**src/rtl/snake_control.sv**
```systemverilog
// Snake game controller: sequences segment-RAM init, the per-move shift loop,
// tail erase, body redraw, food placement and growth, with a latched heading.
module snake_control #(
  parameter int INIT_LEN       = 4,
  parameter int MAX_LEN        = 2047,
  parameter int TICKS_PER_MOVE = 5000000
) (
  input  logic        clk,
  input  logic        rst,
  input  logic        go,
  input  logic [3:0]  btn,
  input  logic        isDead,
  input  logic        inc_length,
  output logic        ld_head,
  output logic        ld_q_def,
  output logic        inc_address,
  output logic        rst_address,
  output logic        update_head,
  output logic        ld_head_into_prev,
  output logic        ld_q_into_curr,
  output logic        ld_prev_into_q,
  output logic        ld_curr_into_prev,
  output logic        draw_q,
  output logic        draw_curr,
  output logic        food_en,
  output logic        check_inc,
  output logic        lock,
  output logic [3:0]  cnt_status,
  output logic [2:0]  dir,
  output logic        colour_sel,
  output logic [10:0] length,
  output logic        game_over,
  output logic [4:0]  dbg_state
);

  typedef enum logic [4:0] {
    S_IDLE, S_INIT_WR, S_INIT_HEAD, S_WAIT_TICK, S_UPD_HEAD, S_LD_PREV,
    S_RD_WAIT, S_LD_CURR, S_WR_Q, S_NEXT, S_ERASE_TAIL, S_DRAW_SET,
    S_DRAW_WAIT, S_DRAW_PIX, S_FOOD, S_CHECK, S_DEAD
  } state_t;

  localparam int TW = (TICKS_PER_MOVE > 1) ? $clog2(TICKS_PER_MOVE) : 1;
  localparam logic [TW-1:0] TICK_LAST  = TW'(TICKS_PER_MOVE - 1);
  localparam logic [10:0]   INIT_LAST  = 11'(INIT_LEN - 1);
  localparam logic [10:0]   INIT_LEN_W = 11'(INIT_LEN);
  localparam logic [10:0]   MAX_LEN_W  = 11'(MAX_LEN);

  state_t          state, next_state;
  logic [10:0]     idx;
  logic [3:0]      pix;
  logic [TW-1:0]   tick;
  logic            grow;
  logic [2:0]      req_dir;
  logic            req_valid;
  logic            reversal;
  logic            init_done, loop_last, draw_last, pix_last, tick_last;

  assign init_done = (idx == INIT_LAST);
  // One extra shift iteration when growing so the old tail is kept, not erased.
  assign loop_last = (({1'b0, idx} + 12'd1) == ({1'b0, length} + {11'b0, grow}));
  assign draw_last = ((idx + 11'd1) == length);
  assign pix_last  = (pix == 4'd8);
  assign tick_last = (tick == TICK_LAST);
  assign dbg_state = state;

  always_comb begin
    req_valid = 1'b1;
    req_dir   = dir;
    if (btn[3])      req_dir = 3'b100;
    else if (btn[2]) req_dir = 3'b110;
    else if (btn[1]) req_dir = 3'b000;
    else if (btn[0]) req_dir = 3'b001;
    else             req_valid = 1'b0;
  end
  // Opposite headings share bit 2 (vertical vs horizontal) but differ otherwise.
  assign reversal = (req_dir[2] == dir[2]) && (req_dir != dir);

  always_ff @(posedge clk or negedge rst) begin
    if (!rst) state <= S_IDLE;
    else      state <= next_state;
  end

  always_comb begin
    next_state = state;
    case (state)
      S_IDLE:       if (go) next_state = S_INIT_WR;
      S_INIT_WR:    if (init_done) next_state = S_INIT_HEAD;
      S_INIT_HEAD:  next_state = S_DRAW_SET;
      S_WAIT_TICK:  if (tick_last) next_state = S_UPD_HEAD;
      S_UPD_HEAD:   next_state = S_LD_PREV;
      S_LD_PREV:    next_state = S_RD_WAIT;
      S_RD_WAIT:    next_state = S_LD_CURR;
      S_LD_CURR:    next_state = S_WR_Q;
      S_WR_Q:       next_state = S_NEXT;
      S_NEXT:       if (loop_last) next_state = grow ? S_DRAW_SET : S_ERASE_TAIL;
                    else           next_state = S_RD_WAIT;
      S_ERASE_TAIL: if (pix_last) next_state = S_DRAW_SET;
      S_DRAW_SET:   next_state = S_DRAW_WAIT;
      S_DRAW_WAIT:  next_state = S_DRAW_PIX;
      S_DRAW_PIX:   if (pix_last) next_state = draw_last ? S_FOOD : S_DRAW_WAIT;
      S_FOOD:       next_state = S_CHECK;
      S_CHECK:      next_state = S_WAIT_TICK;
      S_DEAD:       next_state = S_DEAD;
      default:      next_state = S_IDLE;
    endcase
    if (isDead && state != S_IDLE) next_state = S_DEAD;
  end

  always_ff @(posedge clk or negedge rst) begin
    if (!rst) begin
      idx    <= '0;
      pix    <= '0;
      tick   <= '0;
      grow   <= 1'b0;
      length <= '0;
      dir    <= 3'b100;
    end else begin
      case (state)
        S_IDLE: if (go) begin
          length <= INIT_LEN_W;
          idx    <= '0;
        end
        S_INIT_WR:   idx <= init_done ? 11'd0 : idx + 11'd1;
        S_WAIT_TICK: begin
          tick <= (next_state == S_WAIT_TICK) ? tick + TW'(1) : '0;
          if (req_valid && !reversal) dir <= req_dir;
        end
        S_LD_PREV, S_DRAW_SET: idx <= '0;
        S_NEXT: begin
          idx <= idx + 11'd1;
          if (loop_last && grow) begin
            if (length != MAX_LEN_W) length <= length + 11'd1;
            grow <= 1'b0;
          end
        end
        S_ERASE_TAIL: pix <= pix_last ? 4'd0 : pix + 4'd1;
        S_DRAW_PIX: begin
          pix <= pix_last ? 4'd0 : pix + 4'd1;
          if (pix_last) idx <= idx + 11'd1;
        end
        S_CHECK: if (inc_length && length != MAX_LEN_W) grow <= 1'b1;
        default: ;
      endcase
    end
  end

  always_comb begin
    ld_head           = 1'b0;
    ld_q_def          = 1'b0;
    inc_address       = 1'b0;
    rst_address       = 1'b0;
    update_head       = 1'b0;
    ld_head_into_prev = 1'b0;
    ld_q_into_curr    = 1'b0;
    ld_prev_into_q    = 1'b0;
    ld_curr_into_prev = 1'b0;
    draw_q            = 1'b0;
    draw_curr         = 1'b0;
    food_en           = 1'b0;
    check_inc         = 1'b0;
    lock              = 1'b0;
    cnt_status        = 4'd0;
    colour_sel        = 1'b0;
    game_over         = 1'b0;
    case (state)
      // Address reset rides on the start request so INIT_WR begins at slot 0.
      S_IDLE:       rst_address = go;
      S_INIT_WR:    begin ld_q_def = 1'b1; inc_address = 1'b1; end
      S_INIT_HEAD:  ld_head = 1'b1;
      S_UPD_HEAD:   update_head = 1'b1;
      S_LD_PREV:    begin ld_head_into_prev = 1'b1; rst_address = 1'b1; end
      S_LD_CURR:    ld_q_into_curr = 1'b1;
      S_WR_Q:       ld_prev_into_q = 1'b1;
      S_NEXT:       begin ld_curr_into_prev = 1'b1; inc_address = 1'b1; end
      S_ERASE_TAIL: begin draw_curr = 1'b1; cnt_status = pix; end
      S_DRAW_SET:   rst_address = 1'b1;
      S_DRAW_PIX:   begin
        draw_q      = 1'b1;
        colour_sel  = 1'b1;
        cnt_status  = pix;
        inc_address = pix_last;
      end
      S_FOOD:       begin food_en = 1'b1; colour_sel = 1'b1; lock = 1'b1; end
      S_CHECK:      check_inc = 1'b1;
      S_DEAD:       game_over = 1'b1;
      default: ;
    endcase
  end

endmodule

```
**config.mk**
```make
export PLATFORM = sky130hd
export DESIGN_NAME = snake_control
export DESIGN_NICKNAME = d
export VERILOG_FILES = /design/src/rtl/snake_control.sv
export SDC_FILE = /design/constraint.sdc
export NUM_CORES = 1
export LEC_CHECK = 0
export ABC_AREA = 1
export CAP_MARGIN = 20
export CORE_MARGIN = 3
export CORE_UTILIZATION = 40
export DETAILED_ROUTE_END_ITERATION = 10
export SYNTH_ARGS = -nofsm -noshare
export SYNTH_HDL_FRONTEND = slang
export SYNTH_SLANG_ARGS = --single-unit
```
**constraint.sdc**
```tcl
create_clock -name clk -period 6.7 [get_ports clk]
set_input_delay 0.67 -clock clk [delete_from_list [all_inputs] [get_ports clk]]
set_output_delay 0.67 -clock clk [all_outputs]
set_load 0.02 [all_outputs]
```
Word-level counts from Yosys, hierarchy flattened
Cells that the tools add are included.

Register bits: 58. Bits of input ports: 9. Logic and storage cells: 109.

$add $sub $neg: 6. Eq/ne operators: 30. Muxes and demuxes: 47. Reduce and logical (&&, ||, !) cells: 19.

Operators with widths (number): case mux 5 bit (17 select lines) (1); two-way mux 11 bit (6); case mux 11 bit (5 select lines) (1); == test 5 x 4 -> 1 bit (second input constant) (8); two-way mux 5 bit (6); adder 23 x 1 -> 23 bit (second input constant) (1); == test 23 bit (second input constant) (1); two-way mux 23 bit (1); adder 11 x 1 -> 11 bit (second input constant) (2); case mux 11 bit (2 select lines) (1); == test 5 x 3 -> 1 bit (second input constant) (4); two-way mux 1 bit (20); == test 5 x 2 -> 1 bit (second input constant) (3); adder 11 x 1 -> 12 bit (1); adder 11 x 1 -> 12 bit (second input constant) (1); == test 12 bit (1); two-way mux 3 bit (4); two-way mux 4 bit (3); == test 11 bit (1); == test 11 x 2 -> 1 bit (second input constant) (1); != test 11 bit (second input constant) (1); != test 2 bit (second input constant) (5); nonzero test 5 bit (2); OR reduction 2 bit (4); other kinds (15) (23).

Logic depth before layout (Yosys ltp)
Gate-level depths: netlist (run 1).

Word-level depth: 9. Gate-level depth with buffers: 20.

Worst setup path after synthesis (run 1)
OpenSTA, ideal clock, no wires.

Path kind: register to register. From: register length[0]. To: register tick[11]. Setup time: 71 ps. Data arrival time: 2481 ps. Setup slack: 4148 ps. Cell stages (with the launch flop): 20. Path buffers: 1. Clock period less this slack: 2552 ps. Cells stage by stage: dfrtp_1 -> ha_1 -> ha_1 -> inv_1 -> nor2_4 -> nand3_1 -> nand2_1 -> inv_1 -> nand2_1 -> nand2_1 -> nor2_1 -> nand2_1 -> nor2_1 -> nand2_1 -> a21oi_1 -> nand2_1 -> nor2_2 -> nor2_2 -> buf_6 -> nor2_1.

Cells in the longest elaborated chain, start to end: 7.

Ends and longest elaborated chain: start: declaration (RTL line 31) `output logic [10:0] length,`; start signal: assignment (RTL line 132) `if (length != MAX_LEN_W) length <= length + 11'd1;`; adder 11 x 1 -> 12 bit or == test 11 bit (tied branches) (RTL line 60, 61); == test 12 bit or two-way mux 2 bit (tied branches) (RTL line 60, 100); two-way mux 4 bit or two-way mux 5 bit (tied branches) (RTL line 95, 100); case mux 5 bit (17 select lines) (*) (RTL line 85) `case (state)`; two-way mux 5 bit (*) (RTL line 106) `if (isDead && state != S_IDLE) next_state = S_DEAD;`; == test 5 x 2 -> 1 bit (*) (RTL line 125) `tick <= (next_state == S_WAIT_TICK) ? tick + TW'(1) : '0;`; two-way mux 23 bit (*) (RTL line 125); end signal: assignment (RTL line 125); end: declaration (RTL line 51) `logic [TW-1:0] tick;`.

Mark *: on every way between the ends. The rest lies on a longest branch, timed or not. A chain may end at the register's enable or synchronous reset.

Worst setup path after layout (run 1)
From: register state[1], in the netlist dbg_state[1]. To: output inc_address.

Cells in the longest elaborated chain, start to end: 3.

Ends and longest elaborated chain: start: declaration (RTL line 48) `state_t state, next_state;`; start signal: assignment (RTL line 80) `else state <= next_state;`; == test 5 x 4 -> 1 bit or == test 5 x 1 -> 1 bit (tied branches) (RTL line 165) `case (state)`; OR reduction 2 bit (no line); case mux 1 bit (2 select lines) (*) (RTL line 165); end: declaration (RTL line 16) `output logic inc_address,`.

Marked as above.

==> results of run 1 <==
## worst paths after layout
kind / cells past startpoint / startpoint / end
min reg2reg: 1 / pix[3]$_DFFE_PN0N_ / pix[3]$_DFFE_PN0N_
min: 2 / rst / length[6]$_DFFE_PN0P_
max in group asynchronous: 2 / rst / pix[0]$_DFFE_PN0N_
max reg2reg: 19 / length[0]$_DFFE_PN0P_ / tick[2]$_DFFE_PN0P_
max: 8 / dbg_state[1]$_DFF_PN0_ / inc_address
min in group clk: 1 / pix[3]$_DFFE_PN0N_ / pix[3]$_DFFE_PN0N_
## cell usage after synthesis (2+ instances only)
cell,count,area [um^2]
nor3_1,14,70.07
dfrtp_1,57,1426
inv_1,84,315.3
nor4_1,3,18.77
inv_2,3,11.26
nand2_1,200,750.7
buf_2,3,15.01
nand2_2,3,18.77
nand3_1,48,240.2
buf_6,2,22.52
nand4_1,15,93.84
xor2_1,31,271.5
clkbuf_1,4,15.01
xnor2_1,7,61.31
nand3b_1,2,15.01
o31ai_1,8,60.06
o22ai_1,10,62.56
ha_1,7,87.58
o21ai_0,24,120.1
nor3b_1,2,15.01
nor2_4,2,22.52
o21ai_1,2,10.01
a21oi_1,10,50.05
nor2_2,31,193.9
buf_4,4,30.03
nor2_1,73,274.0
o211ai_1,3,22.52
## flip-flops by register name, summed over array words and instances (netlist names)
signal / count
dbg_state: 5
pix: 4
length: 11
grow: 1
dir: 3
idx: 11
tick: 23
## cell type report
type / instances / area [um^2]
Clock buffer: 12 / 165.2
Clock inverter: 2 / 60.06
Fill cell: 1053 / 5318
Inverter: 88 / 330.3
Multi-Input combinational cell: 503 / 2532
Sequential cell: 58 / 1453
Tap cell: 136 / 170.2
Timing Repair Buffer: 49 / 480.5
## per-layer routing
metal  routed length (um)  GRT usage [%]  vias to the layer above
li1                     -              -                     2206
met3                  437          2.456                       14
met4                  187          6.979                        0
met2                 5045          29.69                       79
met1                 5812          27.85                     1987
met5                    0              0                        -
## critical path: cells and delay by family, from the launching register on
| kind | cells | cell delay [ns] |
|---|---|---|
| buffers and inverters | 4 | 1.03 |
| flip-flops | 1 | 0.42 |
| AND/OR/NAND/NOR | 4 | 0.78 |
## stage by stage
stage	instances	instance area [um^2]
4_1_cts	848	5191
5_1_grt	848	5191
3_5_place_dp	834	4966
2_1_floorplan	663	4403
3_3_place_gp	834	4966
6_report	848	5191
## cell families (layout without fill, tap and decap cells)
kind of cell / Yosys count / in the layout
compound gates: 60 / 60
fa+ha+maj: 7 / 7
flops: 58 / 58
buf+inv: 102 / 151
simple gates: 398 / 398
xor+xnor: 38 / 38
## power groups by stage
| stage | clock, mW | combinational [mW] | sequential (mW) |
|---|---|---|---|
| 2_1_floorplan | 0 | 0.0881 | 0.390 |
| 3_3_place_gp | 0 | 0.131 | 0.392 |
| 3_5_place_dp | 0 | 0.132 | 0.393 |
| 4_1_cts | 0.393 | 0.133 | 0.386 |
| 5_1_grt | 0.405 | 0.152 | 0.389 |
| 6_report | 0.381 | 0.132 | 0.387 |
==> metrics, run 1 <==
Setup WS pre-CTS=around 3.6 ns; switching portion of total power=between 20% and 30%; DIE WIDTH=roughly 110 um; initial antenna violation count=0; final setup margin=3.450 ns; Skew-Pair Late Insertion Delay=approximately 0.35 ns; Synth Area in Compound Gates=between 7 and 8%; most frequent cells in the layout=nand2_1 (200), inv_1 (84), nor2_1 (73), dfrtp_1 (57), nand3_1 (48); NetSw=between 0.2 and 0.3 mW; R2R Setup Slk=3.48 ns; I/O Buffers=47; CP max-delay cell=clkdlybuf4s50_1; slew margin rel.=~43%; Final nets=~730; RSZ-0062 raised after global routing=no; layout cell share with drive strength beyond 1=8.427%; antenna viol nets, final=0; DR DRC count=0; DIE AREA=~0.012 mm^2; leading cell type in the layout, fill and taps excluded=nand2_1; drt wl/cell=between 10 and 15 um; PnR Total Power=between 0.8 and 0.9 mW; Peak VDD IR=0.00009911 V; Syn-to-layout area delta=17.90%; Root Driver=clkbuf_8; crit path launch type=flip-flop; library cells used by synthesis=38; post-layout util=approximately half; ys async rst share=100.0%; global route overflow=0; Synth Area per Inst=~6.6 um^2; register area share after synthesis=between 30% and 40%; status=finished clean; Comb power frac=14.7%; final setup vio count=0; vias=4286; largest family of logic cells by synthesized area=simple AND/OR/NAND/NOR gates; H-tree level count=3; Flop pwr share=a little over two fifths; routability cong.=roughly 0.94; Clock Skew=roughly 0.008 ns; synthesis warning total=0; Clock Pin Slew Worst Setup and Hold Paths=approximately 0.070 ns; TritonCTS Sinks=58; Hold Fails Final Rpt=0; Power Density=approximately 170 mW/mm^2; CTS Buf Count=9; fraction of synthesized cell area in xor and xnor cells=under 10%; quantity of gates resized following cts=0; crit path DAT=around 2.6 ns; Iter 0 DRT Violations=about 280; Seq cells post-synth=between 50 and 60; count of standard-cell rows=37; Hold Buf Count CTS=0; Final Cycle Share=between 40 and 50%; Slew Limit Fails=0; max cap viols=0; Synth Instances=663; min Tclk post-route=about 3.2 ns; simple-gate portion of the synthesized area=between 40% and 50%; CP Max Fanout=13; GRT Overall Usage=between 10% and 20%; CTS tree=yes; Post-synth EDFFs=0; multiplexer share of the synthesized area=0%; drt via density=5.054; CP most frequent cell=nand2_1; post-CTS setup buffers=0; Adder-Cell Fraction of Synth Area=about 2%; Cell Chain, Critical Path=inv_1, nand2_1, inv_1, nand2_1, clkinv_1, nor2_1, nand2_1, clkdlybuf4s50_1; dpl hpwl=slightly below 9 mm; Max clock buf depth=2; Setup CP Type=reg -> out; TNS Setup=0 ns; synthesized area=between 0.004 and 0.005 mm^2; number of global-route vias before repair=between 3000 and 4000; Primary FF master, synth=dfrtp_1; Core Area=0.01051 mm^2; Int Pwr=roughly 0.65 mW; Boundary Pins=between 40 and 50; Clock Power Share=42.3%; first-pass GRT wire length=between 15 and 20 mm; Die Y=110.9 um; ant diodes=0; Initial Utilization=between 40% and 50%; DRT Pass-1 Iters=5; Hold Slack=around 0.48 ns; worst min-delay path class=in -> async; CP Data Required Time=around 6.0 ns; Static Leak=2.330 nW; Slew @ Worst Pin=between 0.8 and 0.9 ns; Critical Path End Type=output pin; fmax=0.3077 GHz; largest net degree at the start of global routing=a little under 60; Mapped Nets=around 680; routed wire length=about 11 mm; Max stage delay on crit path=between 0.5 and 0.6 ns
Note: power is estimated with default switching activity, not from simulation.
==> run 2, diff against run 1 <==
Clock period 6.7 ns to 3.4 ns, I/O delays scaled along.
==> run 2 against run 1 <==
- first-iteration DRC count is 0.72% higher
- highest routed layer unchanged
- sequential share of layout area grew 0.16 points
- critical path depth stayed put
- flip-flop and latch count stayed put
- global-route usage is 0.13 points higher
- setup slack worse by 3.1 ns
- total power grew 81%
- wire length is 2.4% higher
- final cell count rose by 0.47%
- via count increased by 0.47%
==> metrics, run 2 (synthesis results as in run 1) <==
status=finished clean; Hold Slack=0.1355 ns (-0.3430 ns); Power Density=316.1 mW/mm^2 (+82%); RSZ-0062 raised after global routing=no; Cell Chain, Critical Path=inv_1, nand2_1, inv_1, nand2_1, clkinv_1, nor2_1, nand2_1, clkdlybuf4s50_1; Slew Limit Fails=0 (unchanged); Max stage delay on crit path=0.55 ns (about the same); Biggest register=tick; crit path launch type=flip-flop; global route overflow=0 (unchanged); routed wire length=11.75 mm (+2.4%); Largest regs=tick x23, idx x11, length x11; Syn-to-layout area delta=17.25%; Hold Fails Final Rpt=0 (unchanged); I/O Buffers=47 (unchanged); slew margin rel.=37.42% (-5.2 points); Static Leak=2.318 nW (-0.48%); Skew-Pair Late Insertion Delay=0.35 ns (about the same); routability cong.=0.9156 (-3.0%); fmax=0.3228 GHz; crit path DAT=2.76 ns (+0.18 ns); Setup CP Type=reg -> out; Die Y=110.9 um (unchanged); number of global-route vias before repair=4011 (+2.5%); min Tclk post-route=3.098 ns; first-pass GRT wire length=19.67 mm (+1.5%); CTS tree=yes; post-CTS setup buffers=0 (unchanged); worst min-delay path class=in -> async; layout cell share with drive strength beyond 1=8.799% (+0.37 points); CP Data Required Time=3.06 ns (-2.97 ns); Non-Filler Cell Area, Final=0.005162 mm^2 (-0.55%); Critical Path End Type=output pin; Core Area=0.01051 mm^2 (unchanged); CP Max Fanout=13 (unchanged); H-tree level count=3 (unchanged); Peak VDD IR=0.0002171 V (+120%); Hold Buf Count CTS=0 (unchanged); drt via density=5.054 (about the same); Clock Pin Slew Worst Setup and Hold Paths=0.07 ns (about the same); DIE WIDTH=110.9 um (unchanged); TNS Setup=0 ns (unchanged); max reg flops=23 (unchanged); Initial Utilization=41.90% (unchanged); PnR Total Power=1.632 mW (+81%); placed inst area=0.004981 mm^2 (+0.30%); Slew @ Worst Pin=0.9387 ns (+0.08126 ns); Final nets=727 (+0.28%); CP most frequent cell=nand2_1; quantity of gates resized following cts=0 (unchanged); GRT Overall Usage=19.46% (+0.13 points); CTS Buf Count=9 (unchanged); Final Cycle Share=approximately 91%; DIE AREA=0.01230 mm^2 (unchanged); DRT Pass-1 Iters=5 (unchanged); count of standard-cell rows=37 (unchanged); antenna viol nets, final=0 (unchanged); Clock Skew=0.005328 ns (-0.002547 ns); max cap viols=0 (unchanged); dpl hpwl=9.120 mm (+2.9%); ant diodes=0 (unchanged); Max clock buf depth=2 (unchanged); CP max-delay cell=clkdlybuf4s50_1; initial antenna violation count=0 (unchanged); final setup vio count=0 (unchanged); Boundary Pins=48 (unchanged); most frequent cells in the layout=nand2_1 (200), inv_1 (84), nor2_1 (73), dfrtp_1 (57), nand3_1 (48); Iter 0 DRT Violations=281 (+0.72%); DR DRC count=0 (unchanged); drt wl/cell=13.79 um (+1.9%); Root Driver=clkbuf_8; largest net degree at the start of global routing=41 (-31%); vias=4306 (+0.47%); leading cell type in the layout, fill and taps excluded=nand2_1; TritonCTS Sinks=58 (unchanged)
run 2: changes by cell type in the layout (fill, tap and decap cells not counted), sizes merged:
cell and change:
clkinvlp +1, buf +2, clkinv +3, bufinv -2
run 2: worst max-delay path, delay by kind of cell, from the launching register on:
family	cells	cell delay, ns
buf+inv	4	1.08
flops	1	0.46
simple gates	4	0.87
run 2: worst paths after layout:
path,from,endpoint,slack [ns],depth (start not counted)
max,dbg_state[1]$_DFF_PN0_,inc_address,0.30,8
min,rst,length[5]$_DFFE_PN0P_,0.14,1
max reg2reg,length[0]$_DFFE_PN0P_,tick[11]$_DFFE_PN0P_,0.43,19
min reg2reg,pix[3]$_DFFE_PN0N_,pix[3]$_DFFE_PN0N_,0.50,1
max in group asynchronous,rst,tick[0]$_DFFE_PN0P_,2.46,2
min in group clk,pix[3]$_DFFE_PN0N_,pix[3]$_DFFE_PN0N_,0.50,1
run 2: power breakdown:
group          internal (mW)  total, mW  switching (mW)
Clock                  0.303      0.608           0.305
Combinational         0.0966      0.262           0.165
Sequential             0.716      0.762          0.0462
run 2: per-stage QoR:
stage / utilization (%) / cells / worst slack, ns
floorplan: - / 663 / 0.8478
global placement: 47.40 / 836 / 0.6172
detailed placement: 47.40 / 836 / 0.4704
CTS: 49.12 / 852 / 0.3074
global route: 49.12 / 852 / 0.07690
finish: 49.12 / 852 / 0.3022
run 2: layout make-up:
type | instances | area (um^2)
fillers | 1038 | 5346
well taps | 136 | 170.2
inverters | 88 | 330.3
clock buffers | 12 | 155.1
multi-input cells | 503 | 2532
clock inverters | 4 | 26.28
flip-flops and latches | 58 | 1453
repair buffers | 51 | 495.5
run 2: layer usage:
| layer | global-route usage, % | share of wire [%] | vias to the layer above |
|---|---|---|---|
| met5 | 0 | 0 | - |
| met1 | 28.12 | 49 | 1980 |
| li1 | - | - | 2203 |
| met4 | 6.897 | 1.8 | 0 |
| met3 | 2.838 | 4.9 | 17 |
| met2 | 29.57 | 44 | 106 |
